<file path="config.mk">
export PLATFORM = sky130hd
export DESIGN_NAME = irig_frame_ctrl
export DESIGN_NICKNAME = d
export VERILOG_FILES = /design/src/rtl/irig_frame_ctrl.sv
export SDC_FILE = /design/constraint.sdc
export NUM_CORES = 1
export LEC_CHECK = 0
export ABC_AREA = 1
export CAP_MARGIN = 20
export CORE_MARGIN = 2
export CORE_UTILIZATION = 65
export DETAILED_ROUTE_END_ITERATION = 16
export GPL_TIMING_DRIVEN = 1
export PLACE_DENSITY = 0.85
export SKIP_CTS_REPAIR_TIMING = 1
export SLEW_MARGIN = 15
export SYNTH_ARGS = -nofsm -noshare
export SYNTH_HDL_FRONTEND = slang
export SYNTH_SLANG_ARGS = --single-unit
</file>
<file path="constraint.sdc">
create_clock -name clk -period 7.2 [get_ports clk]
set_input_delay 0.72 -clock clk [delete_from_list [all_inputs] [get_ports clk]]
set_output_delay 0.72 -clock clk [all_outputs]
set_load 0.02 [all_outputs]
</file>
<file path="src/rtl/irig_frame_ctrl.sv">
// IRIG-B frame controller: sequences the frame reader, gathers decoded bits into BCD
// shadow fields, validates and commits the time, and recovers the reader after errors.
module irig_frame_ctrl #(
    parameter int unsigned MAX_ERR     = 3,
    parameter int unsigned TIMEOUT_CYC = 137500000,
    parameter int unsigned RST_CYC     = 4
) (
    input  logic       clk,
    input  logic       hrd_rst,
    input  logic       ce,
    input  logic       arm,
    input  logic       start_i,
    input  logic       terminate_i,
    input  logic       issue_i,
    input  logic [3:0] dir_i,
    input  logic       write_i,
    output logic       cal_o,
    output logic       rd_rst_o,
    output logic [6:0] sec_o,
    output logic [6:0] min_o,
    output logic [5:0] hour_o,
    output logic [9:0] day_o,
    output logic       frame_valid_o,
    output logic       locked_o,
    output logic [7:0] err_cnt_o,
    output logic [2:0] state_o
);

    typedef enum logic [2:0] {
        StIdle    = 3'd0,
        StCal     = 3'd1,
        StWait    = 3'd2,
        StCollect = 3'd3,
        StCommit  = 3'd4,
        StFail    = 3'd5,
        StResync  = 3'd6
    } state_e;

    state_e      r_state;
    logic        r_cal, r_rd_rst, r_fvalid, r_locked;
    logic [6:0]  r_sec, r_min;
    logic [5:0]  r_hour;
    logic [9:0]  r_day;
    logic [7:0]  r_err_cnt, r_consec;
    logic [31:0] r_timer, r_rst_cnt;
    logic        r_start_q, r_term_q, r_issue_q, r_bad;
    logic [3:0]  r_dir_q;
    logic [3:0]  r_shadow [9];
    logic [2:0]  r_bcnt   [9];

    logic       w_start_e, w_term_e, w_issue_e, w_timeout, w_bit_ev, w_cnt_ok, w_commit_ok;
    logic [5:0] w_hour;
    logic [9:0] w_day;

    // Dir 0..8: sec units/tens, min units/tens, hour units/tens, day units/tens/hundreds.
    function automatic logic [2:0] field_width(input int unsigned f);
        case (f)
            1, 3:    return 3'd3;
            5, 8:    return 3'd2;
            default: return 3'd4;
        endcase
    endfunction

    assign w_start_e = start_i & ~r_start_q;
    assign w_term_e  = terminate_i & ~r_term_q;
    assign w_issue_e = issue_i & ~r_issue_q;
    assign w_timeout = (r_timer == TIMEOUT_CYC);
    assign w_bit_ev  = (dir_i <= 4'd8) && (r_dir_q == 4'hF);

    always_comb begin
        w_cnt_ok = 1'b1;
        for (int unsigned f = 0; f < 9; f++) begin
            if (r_bcnt[f] != field_width(f)) w_cnt_ok = 1'b0;
        end
        w_hour = 6'(r_shadow[5][1:0]) * 6'd10 + 6'(r_shadow[4]);
        w_day  = 10'(r_shadow[8][1:0]) * 10'd100 + 10'(r_shadow[7]) * 10'd10
               + 10'(r_shadow[6]);
        w_commit_ok = !r_bad && w_cnt_ok
            && (r_shadow[0] <= 4'd9) && (r_shadow[2] <= 4'd9)
            && (r_shadow[4] <= 4'd9) && (r_shadow[6] <= 4'd9)
            && (r_shadow[1] <= 4'd5) && (r_shadow[3] <= 4'd5)
            && (w_hour <= 6'd23) && (w_day >= 10'd1) && (w_day <= 10'd366);
    end

    always_ff @(posedge clk) begin
        if (hrd_rst) begin
            r_state   <= StIdle;
            r_cal     <= 1'b0;
            r_rd_rst  <= 1'b0;
            r_fvalid  <= 1'b0;
            r_locked  <= 1'b0;
            r_sec     <= '0;
            r_min     <= '0;
            r_hour    <= '0;
            r_day     <= '0;
            r_err_cnt <= '0;
            r_consec  <= '0;
            r_timer   <= '0;
            r_rst_cnt <= '0;
            r_start_q <= 1'b0;
            r_term_q  <= 1'b0;
            r_issue_q <= 1'b0;
            r_dir_q   <= '0;
            r_bad     <= 1'b0;
            for (int unsigned f = 0; f < 9; f++) begin
                r_shadow[f] <= '0;
                r_bcnt[f]   <= '0;
            end
        end else if (ce) begin
            r_start_q <= start_i;
            r_term_q  <= terminate_i;
            r_issue_q <= issue_i;
            r_dir_q   <= dir_i;
            r_cal     <= 1'b0;
            r_fvalid  <= 1'b0;
            unique case (r_state)
                StIdle: begin
                    if (arm) begin
                        r_state <= StCal;
                        r_cal   <= 1'b1;
                    end
                end
                StCal: begin
                    r_timer <= '0;
                    r_state <= StWait;
                end
                StWait: begin
                    r_timer <= r_timer + 32'd1;
                    if (!arm) begin
                        r_state <= StIdle;
                    end else if (w_issue_e) begin
                        r_state <= StFail;
                    end else if (w_timeout) begin
                        r_state   <= StResync;
                        r_rd_rst  <= 1'b1;
                        r_rst_cnt <= '0;
                        if (r_err_cnt != 8'hFF) r_err_cnt <= r_err_cnt + 8'd1;
                    end else if (w_start_e) begin
                        r_state <= StCollect;
                        r_timer <= '0;
                        r_bad   <= 1'b0;
                        for (int unsigned f = 0; f < 9; f++) begin
                            r_shadow[f] <= '0;
                            r_bcnt[f]   <= '0;
                        end
                    end
                end
                StCollect: begin
                    r_timer <= r_timer + 32'd1;
                    if (w_issue_e) begin
                        r_state <= StFail;
                    end else if (w_timeout) begin
                        r_state   <= StResync;
                        r_rd_rst  <= 1'b1;
                        r_rst_cnt <= '0;
                        if (r_err_cnt != 8'hFF) r_err_cnt <= r_err_cnt + 8'd1;
                    end else if (w_term_e) begin
                        r_state <= StCommit;
                    end else if (w_bit_ev) begin
                        // LSB-first packing; a bit beyond the field width poisons the frame.
                        for (int unsigned f = 0; f < 9; f++) begin
                            if (dir_i == 4'(f)) begin
                                if (r_bcnt[f] == field_width(f)) begin
                                    r_bad <= 1'b1;
                                end else begin
                                    for (int unsigned b = 0; b < 4; b++) begin
                                        if (r_bcnt[f] == 3'(b)) r_shadow[f][b] <= write_i;
                                    end
                                    r_bcnt[f] <= r_bcnt[f] + 3'd1;
                                end
                            end
                        end
                    end
                end
                StCommit: begin
                    if (w_commit_ok) begin
                        r_sec    <= {r_shadow[1][2:0], r_shadow[0]};
                        r_min    <= {r_shadow[3][2:0], r_shadow[2]};
                        r_hour   <= {r_shadow[5][1:0], r_shadow[4]};
                        r_day    <= {r_shadow[8][1:0], r_shadow[7], r_shadow[6]};
                        r_fvalid <= 1'b1;
                        r_locked <= 1'b1;
                        r_consec <= '0;
                        if (arm) begin
                            r_state <= StCal;
                            r_cal   <= 1'b1;
                        end else begin
                            r_state <= StIdle;
                        end
                    end else begin
                        r_state <= StFail;
                    end
                end
                StFail: begin
                    r_locked <= 1'b0;
                    r_consec <= r_consec + 8'd1;
                    if (r_err_cnt != 8'hFF) r_err_cnt <= r_err_cnt + 8'd1;
                    // The reader restarts itself after an issue, so no cal pulse here.
                    if (r_consec + 8'd1 == 8'(MAX_ERR)) begin
                        r_state   <= StResync;
                        r_rd_rst  <= 1'b1;
                        r_rst_cnt <= '0;
                    end else begin
                        r_state <= StWait;
                    end
                end
                StResync: begin
                    r_consec <= '0;
                    r_locked <= 1'b0;
                    if (r_rst_cnt == RST_CYC - 1) begin
                        r_rd_rst <= 1'b0;
                        r_state  <= StIdle;
                    end else begin
                        r_rst_cnt <= r_rst_cnt + 32'd1;
                    end
                end
                default: r_state <= StIdle;
            endcase
        end
    end

    assign cal_o         = r_cal;
    assign rd_rst_o      = r_rd_rst;
    assign sec_o         = r_sec;
    assign min_o         = r_min;
    assign hour_o        = r_hour;
    assign day_o         = r_day;
    assign frame_valid_o = r_fvalid;
    assign locked_o      = r_locked;
    assign err_cnt_o     = r_err_cnt;
    assign state_o       = r_state;

endmodule

</file>
# Yosys cells after proc, flatten, opt, wreduce, memory -nomap -nowiden
# Memories as Yosys holds them, arrays and structs flattened.
# Cells that the tools add are included.
# W data, S select, Z words.
# totals
regBits,125
ram_bits,63
in_bits,12
out_inout_bits,45
memories,2
# classes
addsub,16
mul,3
order_cmp,10
eq_ne,79
n_mux,725
bitwise,69
reduce_logical,39
# mem_list
name,words,word_bits,rd,rd_clocked_by_memory_dff,wr,line,rtl
r_shadow,9,4,9,0,9,48,logic [3:0] r_shadow [9];
r_bcnt,9,3,9,0,9,49,logic [2:0] r_bcnt [9];
# ops
op,n
$mux W1,592
$mux W3,101
$mux W32,9
$pmux W32 S4,1
$pmux W32 S3,1
$add A32 B1 Y32 const B,2
$or A1 B1 Y1,63
$eq A3 B2 Y1 const B,20
$pmux W8 S3,2
$mux W8,5
$mux W4,9
$eq A32 B2 Y1 const B,1
$eq A32 B28 Y1 const B,1
$eq A3 B1 Y1 const B,10
$logic_not A3 Y1,10
$add A3 B1 Y3 const B,9
$eq A3 B3 Y1,9
$ne A2 B2 Y1 const B,13
$pmux W3 S7,1
$le A4 B4 Y1 const B,5
$add A8 B1 Y8 const B,2
$eq A4 B3 Y1 const B,4
$ne A3 B3 Y1 const B,5
$reduce_and A5 Y1,3
33 further kinds,63

# Depth between registers and ports, before layout
# logic_depth
word_depth,47
depth_mapped,21

# Worst setup path before layout
# OpenSTA, ideal clock, no wires.
# synth_timing
path_type,reg2reg
startpoint,memory r_shadow[7][3]
endpoint,register r_hour[5] (netlist: hour_o[5]) (read register of r_shadow)
arrival_ns,3.338
required_ns,7.084
setup_slack_ns,3.747
path_stages_with_launch,21
path_buffers,2
path_cell_list,edfxtp_1 -> ha_1 -> ha_1 -> fa_1 -> xor2_1 -> ha_1 -> ha_1 -> nand2_1 -> nor2_1 -> nor2_1 -> nand2_1 -> xor2_1 -> inv_1 -> nand2_1 -> nand3_1 -> nor2_2 -> inv_2 -> buf_2 -> buf_6 -> nor2_1 -> nor2_1
# synth_rtl
element,line,rtl
from (decl),48,
to (decl),42,logic [5:0] r_hour;

==> results.sh <==
export IMPL_drive_gt1_frac=0.0415
export IMPL_drtIter0Drc=1089
export IMPL_cpMostUsedCell="ha_1"
export IMPL_dr_pass1_iters=6
export IMPL_finalHoldViolCount=0
export IMPL_clock_latency_ns=0.44
export IMPL_switchingPower_uw=529
export IMPL_ys_seq_area_frac=0.378
export IMPL_area_growth_pct=11.1
export IMPL_drcViolationCount=0
export IMPL_swShare=0.239
export IMPL_n_antenna_cell=0
export IMPL_synth_cells=1572
export IMPL_hold_class="reg2reg"
export IMPL_critical_path_max_fanout=34
export IMPL_syn_nets=1658
export IMPL_synth_cell_type_count=46
export IMPL_post_place_ws_ns=2.98
export IMPL_grt_usage=0.312
export IMPL_cts_tree="yes"
export IMPL_ys_flop_type="dfxtp_1"
export IMPL_grt_max_degree=57
export IMPL_power_frac_clock=0.435
export IMPL_path_clk_slew_ns=0.07
export IMPL_ys_ff_latch=183
export IMPL_slew_headroom=0.346
export IMPL_overflow=0
export IMPL_synth_top_area_cell="dfxtp_1"
export IMPL_status="finished clean"
export IMPL_netlist_area_um2=11200
export IMPL_synth_edf_count=58
export IMPL_cp_arrival_ns=4.63
export IMPL_grt_pass1_wl_mm=45.7
export IMPL_gp_congestion=1.01
export IMPL_period_needed_ns=4.30
export IMPL_die_y_um=135
export IMPL_cts_buffer_depth=2
export IMPL_nets=1688
export IMPL_leakage_uw=0.00510
export IMPL_dieArea_um2=18300
export IMPL_async_reset_ff_frac=0
export IMPL_port_buffer_count=56
export IMPL_skew_ns=0.0125
export IMPL_core_um2=17100
export IMPL_regArea_um2=4240
export IMPL_h_tree_depth=4
export IMPL_multi_input_area_um2=5950
export IMPL_grt_antenna_before_repair=0
export IMPL_post_synth_top_count_cell="nand2_1"
export IMPL_dieWidth_um=135
export IMPL_synth_common_cells="302 x nand2_1, 294 x nor2_1, 201 x inv_1"
export IMPL_p_comb_frac=0.070
export IMPL_synth_area_leaders="dfxtp_1 22%, edfxtp_1 16%, nand2_1 10%, nor2_1 9.8%, ha_1 7.7%"
export IMPL_max_stage_delay_ns=0.49
export IMPL_hold_depth=2
export IMPL_fmax_mhz=232
export IMPL_cpLargestDelayFamily="adder cells"
export IMPL_start_util=0.656
export IMPL_layout_setup_ws_ns=2.90
export IMPL_crit_required_ns=7.52
export IMPL_setup_viol=0
export IMPL_syn_area_per_cell_um2=7.14
export IMPL_grt_pass1_vias=9470
export IMPL_max_cap_violations=0
export IMPL_wl_per_cell_um=15.2
export IMPL_r2r_start="r_shadow[7][3]"
export IMPL_yosys_warnings=0
export IMPL_min_delay_start="r_timer[24]"
export IMPL_final_antenna_net_count=0
export IMPL_dp_hpwl_mm=20.2
export IMPL_cts_num_sinks=183
export IMPL_rsz0062_at_grt="false"
export IMPL_tns_ns=0
export IMPL_detail_route_vias_per_cell=5.70
export IMPL_fillers=1379
export IMPL_fp_row_count=48
export IMPL_crit_buf_inv=4
export IMPL_critical_path_slowest_cell="edfxtp_1"
export IMPL_slew_violations=0
export IMPL_seqPwrFrac=0.496
export IMPL_powerDensity_nw_per_um2=177
export IMPL_final_period_utilization=0.598
export IMPL_p_int_uw=1680
export IMPL_critical_path_class="reg2reg"
export IMPL_io_pins=57
export IMPL_critical_path_startpoint="r_shadow[7][3]"
export IMPL_cp_cell_sequence="ha_1 > ha_1 > fa_1 > xor2_1 > ha_1 > ha_1 > nand2_1 > inv_1 > nand4_1 > nand2_1 > xor2_1 > inv_1 > nand2_1 > nand3_1 > nor2_2 > buf_4 > inv_2 > nor2_1 > nor2_1"
export IMPL_root_buffer="clkbuf_16"
export IMPL_path_depth=19
export IMPL_cts_buffers=17
export IMPL_postRouteWirelength_mm=28.0
export IMPL_endpoint_kind="flop"
export IMPL_rr_worst_depth=19
export IMPL_synth_top_area_share=0.223
export IMPL_worst_slew_pin_slew_ns=0.976
export IMPL_vdd_drop_max_mv=0.180
export IMPL_dr_total_vias=10481
export IMPL_start_kind="flop"
-- path summary, 6_finish.rpt --
kind	to	slack [ns]
max reg2reg	min_o[1]	2.90
min	r_timer[24]	0.49
max	min_o[1]	2.90
min reg2reg	r_timer[24]	0.49
-- layout make-up --
| class | instances | share of cell area |
|---|---|---|
| timing repair buffer | 62 | 0.0485 |
| sequential | 183 | 0.340 |
| clock buffer | 22 | 0.0389 |
| multi-input combinational | 1127 | 0.477 |
| inverter | 211 | 0.0635 |
| clock inverter | 10 | 0.00943 |
| tap | 225 | 0.0226 |
-- state kept, by name (all words and copies together) (netlist names), 3 cells and up --
name       cells
r_shadow      31
hour_o         6
r_rst_cnt     32
err_cnt_o      8
r_bcnt        27
sec_o          7
min_o          7
day_o         10
r_dir_q        4
r_timer       32
r_consec       8
state_o        3
-- power groups by stage --
stage	logic, uW	registers, uW	clock network, uW
floorplan	108	1110	0
global placement	147	1120	0
detailed placement	150	1120	0
CTS	152	1090	970
global route	173	1100	1010
finish	154	1090	960
-- metal layers --
metal  wire, um  GRT usage
met2      12500      0.486
met3       2180     0.0621
met1      12800      0.441
met4        545     0.0943
met5          0          0
-- worst reg2reg max path, cell delays in order, from the launching register on --
cell	delay [ns]
edfxtp_1	0.49
ha_1	0.32
ha_1	0.23
fa_1	0.39
xor2_1	0.16
ha_1	0.28
ha_1	0.37
nand2_1	0.10
inv_1	0.06
nand4_1	0.07
nand2_1	0.09
xor2_1	0.21
inv_1	0.07
nand2_1	0.07
nand3_1	0.21
nor2_2	0.20
buf_4	0.31
inv_2	0.27
nor2_1	0.22
nor2_1	0.07
-- placed cells by master, fill, tap and decap left out, types with 6 or more instances in the layout --
cell type | netlist | layout
inv_2 | 8 | 8
nor4_1 | 8 | 8
nand3_1 | 71 | 71
nor2_1 | 294 | 294
edfxtp_1 | 58 | 58
inv_1 | 201 | 202
a21oi_1 | 73 | 73
buf_4 | 4 | 6
xor2_1 | 30 | 30
xnor2_1 | 16 | 16
nor2_4 | 6 | 6
clkdlybuf4s50_1 | 0 | 56
nor3b_1 | 9 | 9
nand2_1 | 302 | 302
dfxtp_1 | 125 | 125
clkbuf_16 | 0 | 18
nor3_1 | 48 | 48
nand4_1 | 71 | 71
ha_1 | 69 | 69
o21ai_0 | 78 | 78
-- logic make-up (layout without fill, tap and decap cells) --
logic type / after synthesis / after routing / synth area share
and+or+nand+nor: 832 / 832 / 0.325
buffers and inverters: 262 / 305 / 0.0919
DFF: 183 / 183 / 0.378
AOI/OAI and AO/OA: 174 / 174 / 0.0821
adders and majority gates: 74 / 74 / 0.0858
xor gates and xnor gates: 46 / 46 / 0.0359
muxes: 1 / 1 / 0.00100
-- through the flow --
stage	area, um^2	utilization	cells	power, uW	hold slack, ns
2_1_floorplan	11200	-	1572	1220	0.447
3_3_place_gp	11900	0.694	1808	1260	0.464
3_5_place_dp	11900	0.694	1808	1270	0.479
4_1_cts	12500	0.729	1840	2220	0.498
5_1_grt	12500	0.729	1840	2280	0.518
6_report	12500	0.729	1840	2210	0.494
Note: power is estimated with default switching activity, not from simulation.
